$ cat config.mk
export PLATFORM = sky130hd
export DESIGN_NAME = pc_sequencer_flat
export DESIGN_NICKNAME = d
export VERILOG_FILES = /design/src/rtl/mips_cpu_pkg.sv /design/src/rtl/pc_sequencer_if.sv /design/src/rtl/pc_target_calc.sv /design/src/rtl/pc_sequencer.sv /design/src/flat_wrapper.sv
export SDC_FILE = /design/constraint.sdc
export NUM_CORES = 1
export LEC_CHECK = 0
export ABC_AREA = 1
export BUFFER_PORTS_ARGS = -buffer_cell sky130_fd_sc_hd__buf_2
export CAP_MARGIN = 20
export CORE_MARGIN = 1
export CORE_UTILIZATION = 50
export CTS_CLUSTER_DIAMETER = 40
export CTS_CLUSTER_SIZE = 40
export DETAILED_ROUTE_END_ITERATION = 12
export GPL_TIMING_DRIVEN = 0
export PLACE_DENSITY = 0.85
export SYNTH_ARGS = -nofsm -noshare
export SYNTH_HDL_FRONTEND = slang
export SYNTH_SLANG_ARGS = --single-unit
$ cat constraint.sdc
create_clock -name clk -period 7.1 [get_ports clk]
set_input_delay 1.775 -clock clk [delete_from_list [all_inputs] [get_ports clk]]
set_output_delay 1.775 -clock clk [all_outputs]
set_load 0.01 [all_outputs]
$ cat src/rtl/mips_cpu_pkg.sv
// Shared MIPS core definitions: PC-select encoding (also used by the decoder),
// PC sequencer state encoding and the default reset vector.
package mips_cpu_pkg;

  typedef enum logic [1:0] {
    INCREMENT = 2'b00,
    BRANCH    = 2'b01,
    JUMP      = 2'b10,
    JR        = 2'b11
  } pc_sel_t;

  typedef enum logic [1:0] {
    RUN    = 2'b00,
    DELAY  = 2'b01,
    HALTED = 2'b10
  } pc_state_t;

  localparam logic [31:0] RESET_VECTOR_DEF = 32'hBFC0_0000;

endpackage

$ cat src/rtl/pc_sequencer_if.sv
// Decoder/ALU <-> PC sequencer bundle.
//   master: decoder side, drives stall/pc_sel/is_true/extended_imm/j_addr/reg_data_a
//   slave : sequencer side, drives pc/link_pc/in_delay_slot/active
interface pc_sequencer_if;
  import mips_cpu_pkg::*;

  logic        stall;
  pc_sel_t     pc_sel;
  logic        is_true;
  logic [31:0] extended_imm;
  logic [25:0] j_addr;
  logic [31:0] reg_data_a;
  logic [31:0] pc;
  logic [31:0] link_pc;
  logic        in_delay_slot;
  logic        active;

  modport master (
    output stall, pc_sel, is_true, extended_imm, j_addr, reg_data_a,
    input  pc, link_pc, in_delay_slot, active
  );

  modport slave (
    input  stall, pc_sel, is_true, extended_imm, j_addr, reg_data_a,
    output pc, link_pc, in_delay_slot, active
  );

endinterface

$ cat src/rtl/pc_target_calc.sv
// Combinational next-PC arithmetic.
//   in : pc, pc_sel, is_true, extended_imm (words), j_addr, reg_data_a
//   out: inc (pc+4), target (branch/jump/jr address), redirect (control transfer taken)
// All sums wrap at 32 bits; JR targets pass through unaligned.
module pc_target_calc
  import mips_cpu_pkg::*;
(
  input  logic [31:0] pc,
  input  pc_sel_t     pc_sel,
  input  logic        is_true,
  input  logic [31:0] extended_imm,
  input  logic [25:0] j_addr,
  input  logic [31:0] reg_data_a,
  output logic [31:0] inc,
  output logic [31:0] target,
  output logic        redirect
);

  logic [31:0] br, jmp;

  always_comb begin
    inc = pc + 32'd4;
    br  = inc + (extended_imm << 2);
    // jump region comes from the delay-slot address, not the jump itself
    jmp = {inc[31:28], j_addr, 2'b00};
    target   = inc;
    redirect = 1'b0;
    case (pc_sel)
      BRANCH:  begin target = br;         redirect = is_true; end
      JUMP:    begin target = jmp;        redirect = 1'b1;    end
      JR:      begin target = reg_data_a; redirect = 1'b1;    end
      default: begin target = inc;        redirect = 1'b0;    end
    endcase
  end

endmodule

$ cat src/rtl/pc_sequencer.sv
// Registered program counter with MIPS branch-delay-slot sequencing, stall
// support and halt detection.
//   clk, rst_n : clock, async active-low reset
//   bus.slave  : stall/pc_sel/is_true/extended_imm/j_addr/reg_data_a in;
//                pc, link_pc, in_delay_slot, active out
// DELAY_SLOT=1 executes one instruction after a redirect before the target;
// DELAY_SLOT=0 redirects on the next edge.
module pc_sequencer
  import mips_cpu_pkg::*;
#(
  parameter logic [31:0] RESET_VECTOR = RESET_VECTOR_DEF,
  parameter logic [31:0] HALT_ADDR    = 32'h0000_0000,
  parameter bit          DELAY_SLOT   = 1'b1
) (
  input logic            clk,
  input logic            rst_n,
  pc_sequencer_if.slave  bus
);

  logic [31:0] pc_q, pend_q;
  pc_state_t   state_q;
  logic [31:0] inc, target;
  logic        redirect;

  pc_target_calc u_calc (
    .pc           (pc_q),
    .pc_sel       (bus.pc_sel),
    .is_true      (bus.is_true),
    .extended_imm (bus.extended_imm),
    .j_addr       (bus.j_addr),
    .reg_data_a   (bus.reg_data_a),
    .inc          (inc),
    .target       (target),
    .redirect     (redirect)
  );

  always_ff @(posedge clk or negedge rst_n) begin
    if (!rst_n) begin
      pc_q    <= RESET_VECTOR;
      pend_q  <= 32'h0;
      state_q <= RUN;
    end else if (!bus.stall) begin
      case (state_q)
        RUN: begin
          if (!redirect) begin
            pc_q <= inc;
          end else if (DELAY_SLOT) begin
            pc_q    <= inc;
            pend_q  <= target;
            state_q <= DELAY;
          end else if (target == HALT_ADDR) begin
            pc_q    <= HALT_ADDR;
            state_q <= HALTED;
          end else begin
            pc_q <= target;
          end
        end
        // delay-slot instruction's own redirect is deliberately dropped
        DELAY: begin
          pc_q    <= pend_q;
          state_q <= (pend_q == HALT_ADDR) ? HALTED : RUN;
        end
        HALTED:  pc_q <= HALT_ADDR;
        default: state_q <= RUN;
      endcase
    end
  end

  assign bus.pc            = pc_q;
  assign bus.link_pc       = pc_q + (DELAY_SLOT ? 32'd8 : 32'd4);
  assign bus.in_delay_slot = (state_q == DELAY);
  assign bus.active        = (state_q != HALTED);

endmodule

$ cat src/flat_wrapper.sv
// flat-port wrapper written by rule: the top's interface ports become plain ports
module pc_sequencer_flat import mips_cpu_pkg::*;
#(
  parameter logic [31:0] RESET_VECTOR = RESET_VECTOR_DEF,
  parameter logic [31:0] HALT_ADDR    = 32'h0000_0000,
  parameter bit          DELAY_SLOT   = 1'b1
)
  (clk, rst_n, bus_stall, bus_pc_sel, bus_is_true, bus_extended_imm, bus_j_addr, bus_reg_data_a, bus_pc, bus_link_pc, bus_in_delay_slot, bus_active);
  pc_sequencer_if bus_i ();
  input logic clk;
  input logic rst_n;
  input wire logic [$bits(bus_i.stall)-1:0] bus_stall;
  input wire logic [$bits(bus_i.pc_sel)-1:0] bus_pc_sel;
  input wire logic [$bits(bus_i.is_true)-1:0] bus_is_true;
  input wire logic [$bits(bus_i.extended_imm)-1:0] bus_extended_imm;
  input wire logic [$bits(bus_i.j_addr)-1:0] bus_j_addr;
  input wire logic [$bits(bus_i.reg_data_a)-1:0] bus_reg_data_a;
  output wire logic [$bits(bus_i.pc)-1:0] bus_pc;
  output wire logic [$bits(bus_i.link_pc)-1:0] bus_link_pc;
  output wire logic [$bits(bus_i.in_delay_slot)-1:0] bus_in_delay_slot;
  output wire logic [$bits(bus_i.active)-1:0] bus_active;
  assign bus_i.stall = bus_stall;
  assign bus_i.pc_sel = bus_pc_sel;
  assign bus_i.is_true = bus_is_true;
  assign bus_i.extended_imm = bus_extended_imm;
  assign bus_i.j_addr = bus_j_addr;
  assign bus_i.reg_data_a = bus_reg_data_a;
  assign bus_pc = bus_i.pc;
  assign bus_link_pc = bus_i.link_pc;
  assign bus_in_delay_slot = bus_i.in_delay_slot;
  assign bus_active = bus_i.active;
  pc_sequencer #(.RESET_VECTOR(RESET_VECTOR), .HALT_ADDR(HALT_ADDR), .DELAY_SLOT(DELAY_SLOT)) u_core (.clk(clk), .rst_n(rst_n), .bus(bus_i));
endmodule
Word level (Yosys, flattened, before mapping)
Cells that the tools add are included.
{"block": "totals", "elab_cells": 28, "inputBits": 96, "out_inout_bits": 66, "ff_bits": 66}
{"block": "op_classes", "n_eq_ne": 7, "n_reduce_logical": 7, "addsub": 3, "muxes": 6, "n_bitwise": 2}
{"op": "$pmux 32 s3", "n": 2}
{"op": "$add 32x3->32 const B", "n": 1}
{"op": "$add 32x32->32", "n": 1}
{"op": "$add 32x4->32 const B", "n": 1}
{"op": "$logic_not 32->1", "n": 1}
{"op": "$eq 2x2->1 const B", "n": 3}
{"op": "$pmux 2 s3", "n": 1}
{"op": "$reduce_and 3->1", "n": 2}
{"op": "$eq 2x1->1 const B", "n": 2}
{"op": "$mux 2", "n": 2}
{"op": "$reduce_bool 3->1", "n": 1}
{"op": "$logic_not 2->1", "n": 1}
{"op": "$ne 2x1->1 const B", "n": 1}
{"op": "$ne 2x2->1 const B", "n": 1}
{"op": "$not 1->1", "n": 2}
{"op": "$pmux 1 s2", "n": 1}
{"op": "$reduce_and 2->1", "n": 1}
{"op": "$reduce_or 2->1", "n": 1}

Logic depth before layout (Yosys ltp)
{"block": "depth", "depth_word": 5, "mapped_depth": 22, "ltp_nobuf": 22}

Modules after synthesis
A second synthesis with hierarchy kept.
{"block": "hier_totals", "hier_cells": 1293, "hier_area_um2": 7653.6}
{"module": "pc_target_calc", "seq_area_each_um2": 0.0, "area_each_um2": 3841.2, "cells_each": 755, "n_inst": 1}
{"module": "pc_sequencer", "seq_area_each_um2": 1662.8, "area_each_um2": 3812.4, "cells_each": 538, "n_inst": 1}

Least setup slack after synthesis
Ideal clock, no wire load.
{"block": "synth_timing", "path_type": "register -> output", "from": "register u_core.pc_q[4] (netlist: u_core.bus.pc[4])", "to": "output port bus_link_pc[29]", "path_stages_with_launch": 9, "arrival_time_ns": 1.719, "slack_ns": 3.606, "t_required_ns": 5.325, "path_buffers": 0, "path_cell_list": "dfrtp_1 ha_1 inv_1 nor3_2 inv_1 nor2_1 inv_2 nor3_1 xor2_1"}
{"block": "synth_via", "elab_chain_cells": 1}
{"element": "start: declaration", "line": "pc_sequencer.sv:20", "rtl": "logic [31:0] pc_q, pend_q;"}
{"element": "start signal: assignment", "line": "pc_sequencer.sv:46", "rtl": "pc_q <= inc;"}
{"element": "start signal: assignment", "line": "pc_sequencer.sv:48", "rtl": "pc_q <= inc;"}
{"element": "start signal: assignment", "line": "pc_sequencer.sv:55", "rtl": "pc_q <= target;"}
{"element": "$add 32x4->32", "line": "pc_sequencer.sv:70", "rtl": "assign bus.link_pc = pc_q + (DELAY_SLOT ? 32'd8 : 32'd4);"}
{"element": "end: declaration", "line": "flat_wrapper.sv:19", "rtl": "output wire logic [$bits(bus_i.link_pc)-1:0] bus_link_pc;"}
No other way between the ends.

Final worst setup path
{"block": "layout_timing", "from": "register u_core.pc_q[4] (netlist: u_core.bus.pc[4])", "to": "output port bus_link_pc[25]"}
Same word-level chain as after synthesis.

==> impl_metrics.csv <==
group,metric,value,unit
synthesis,synthTopCellsByArea,"dfrtp_1 (21%), nand2_1 (19%), ha_1 (7.6%)",
clocking,ctsHoldBuffers,0,
finish,num-fill-cells,1274,
detailed_routing,first_pass_iters,5,
pwr,p_leak,4.048,nW
sta,fin_crit_sh,58.25,%
sta,fin_tns_setup,0,ns
place,port_buffers,157,
die,pin_count,162,
synthesis,synth-simple-area-share,38.91,%
critical_path,worstPathRequired,5.33,ns
sta,fmax,0.2418,GHz
global_routing,grt_max_degree,67,
global_routing,track_usage,33.81,%
critical_path,r2r.worst_path.cells,16,
clocking,cts_tree,"yes",
die,dieArea,13960,µm²
synthesis,synth_top_area_share,21.15,%
global_routing,antenna_found_initial,0,
global_routing,grt_pass1_vias,7175,
synthesis,yosysWarnings,0,
clocking,cts_inserted_buffers,9,
critical_path,critical_path_arrival,2.36,ns
detailed_routing,wl_per_cell,16.51,µm
clocking,clk_latency,0.34,ns
finish,diodes,0,
critical_path,crit_path_max_fanout,6,
clocking,htreeDepth,3,
synthesis,synth_ff_type,"dfrtp_1",
synthesis,yosysTopAreaCell,"dfrtp_1",
detailed_routing,wl,23040,µm
global_routing,grt_pass1_wl,36510,µm
pwr,powerDensity,331.3,nW/µm²
synthesis,syn_area,6744,µm²
detailed_routing,via_per_inst,5.544,
job,cap_violations,0,
synthesis,syn_inst,1047,
die,num_rows,42,
critical_path,worst_setup_path_end_kind,"output pin",
detailed_routing,drc,0,
sta,relSlewSlack,46.33,%
critical_path,path_class,"reg -> out",
synthesis,synth_commonest_cells,"nand2_1 (344), nor2_1 (133), inv_1 (102)",
hold_path,timing.hold.worst.class,"reg -> reg",
synthesis,synth_top_family_by_area,"simple AND/OR/NAND/NOR gates",
synthesis,synthMuxAreaShare,0.1484,%
synthesis,synth.distinct_cells,48,
die,initial_utilization,51.13,%
synthesis,ys_ff_latch,66,
global_routing,grt.met3_usage,3.813,%
sta,tightest_slew,0.8050,ns
synthesis,seq_area_frac_synth,24.66,%
clocking,post_cts_buffers,0,
hold_path,min_path_cells,2,
clocking,cts.repair.resized,0,
sta,drv_slew,0,
detailed_routing,drt_iter0_markers,792,
critical_path,start_kind,"flip-flop",
sta,timing.final.hold_violations,0,
finish,nNetsFinal,1353,
clocking,clk_pin_slew,0.06,ns
sta,rsz0062_at_grt,"no",
clocking,cts_buffer_depth,2,
clocking,cts-root-buf,"clkbuf_16",
place,pre_cts_ws,3.167,ns
sta,fin_skew,0.007022,ns
synthesis,syn_nets,1185,
finish,syn2layout_area_growth,19.70,%
detailed_routing,ant_nets,0,
die,core,13190,µm²
die,die_y,118.1,µm
sta,holdWs,0.5058,ns
place,gp_congestion,1.021,
die,die_x,118.1,µm
sta,postLayoutSetupSlackWorst,2.964,ns
global_routing,use_met2,54.08,%
synthesis,synthAdderAreaFrac,7.904,%
clocking,clkSinkCount,66,
global_routing,busiest_layer,"met2",
outcome,status,"completed",
finish,final_layout_size_suffix_gt1_share,19.34,%
synthesis,synth_compound_area_share,12.71,%
sta,setup_viol,0,
detailed_routing,routed-via-count,7739,
global_routing,grt_remaining_overflow,0,
pwr,ir_drop,0.1566,mV
synthesis,ys_async_sr_fraction,100.0,%
synthesis,synth_most_common_cell,"nand2_1",
synthesis,synth_xor_area_share,7.106,%
sta,fin_crit,4.136,ns
synthesis,syn_avg_cell_area,6.441,µm²
place,hpwl,18830,µm
global_routing,met1_usage,45.28,%
synthesis,synth_edf_count,0,
layout by cell type (no fill, tap or decap), types with 3 or more instances in the layout:
master and n:
nor2_2 5, clkbuf_8 5, nor2_1 133, a21o_1 3
nand2_2 8, ha_1 41, o21ai_0 27, xor2_1 41
nand2_4 3, buf_4 4, o21bai_1 6, nand3b_1 5
clkbuf_16 9, nor2_4 6, nand4_1 14, dfrtp_1 57
nand2_1 344, buf_2 160, nor4_1 10, a21oi_1 45
or2_2 6, clkbuf_1 22, xnor2_1 10, o22ai_1 10
nor3_2 5, nor3_1 12, a31oi_1 33, a221oi_1 10
nand3_1 47, dfstp_2 9, inv_1 102
final timing paths:
| check | to | slack [ns] | from |
|---|---|---|---|
| setup / recovery | bus_link_pc[25] | 2.96 | u_core.bus.pc[4] |
| hold / removal | u_core.pend_q[22] | 0.51 | u_core.pend_q[22] |
| setup reg to reg | u_core.pend_q[20] | 3.30 | u_core.bus.pc[4] |
| hold reg to reg | u_core.pend_q[22] | 0.51 | u_core.pend_q[22] |
| max in group asynchronous | u_core.bus.pc[30] | 5.04 | rst_n |
| min in group asynchronous | u_core.bus.pc[1] | 1.52 | rst_n |
state kept, by name, indices dropped and copies added, names as in the netlist:
signal and flops:
u_core.bus.pc 32, u_core.pend_q 32, u_core.state_q 2
kinds of logic (layout without fill, tap and decap cells):
group	count (synthesis)	after routing
simple gates	605	605
compound gates	143	143
buf+inv	137	310
flops	66	66
xor+xnor	53	53
fa+ha+maj	42	42
mux	1	1
critical path, cell delays in order, from the launching register on:
cell and delay, ns:
dfrtp_1 0.48, ha_1 0.30, inv_1 0.13, nor3_2 0.24, inv_1 0.06, nor2_1 0.23
inv_2 0.07, nor3_1 0.21, xor2_1 0.15, buf_2 0.14
area by class of cell:
class	count	area, µm²	share of cell area, %
clock inverter	5	77.57	0.9609
timing repair buffer	157	788.3	9.764
buffer	33	187.7	2.325
sequential	66	1663	20.60
tap	176	220.2	2.728
inverter	104	390.4	4.836
multi-input combinational	844	4503	55.78
clock buffer	11	242.7	3.007
metal layers:
layer	up-vias	routed length [µm]
met1	3514	9775
met5	-	0
li1	3759	-
met4	0	1054
met2	394	10400
met3	72	1816
stage by stage:
| stage | power [mW] | area (µm²) | instances | util [%] |
|---|---|---|---|---|
| floorplan | 1.677 | 6744 | 1047 | - |
| global placement | 2.126 | 7750 | 1380 | 58.76 |
| detailed placement | 2.156 | 7752 | 1380 | 58.77 |
| CTS | 2.643 | 8073 | 1396 | 61.20 |
| global route | 2.887 | 8073 | 1396 | 61.20 |
| finish | 2.675 | 8073 | 1396 | 61.20 |
where the power goes:
part / internal (mW) / leakage (nW) / switching, mW / total, mW
logic: 0.542 / 3.12 / 0.958 / 1.50
clock network: 0.315 / 0.156 / 0.159 / 0.475
registers: 0.522 / 0.768 / 0.177 / 0.699
total: 1.38 / 4.05 / 1.30 / 2.67
No activity file was read; power rests on OpenSTA's default activity.
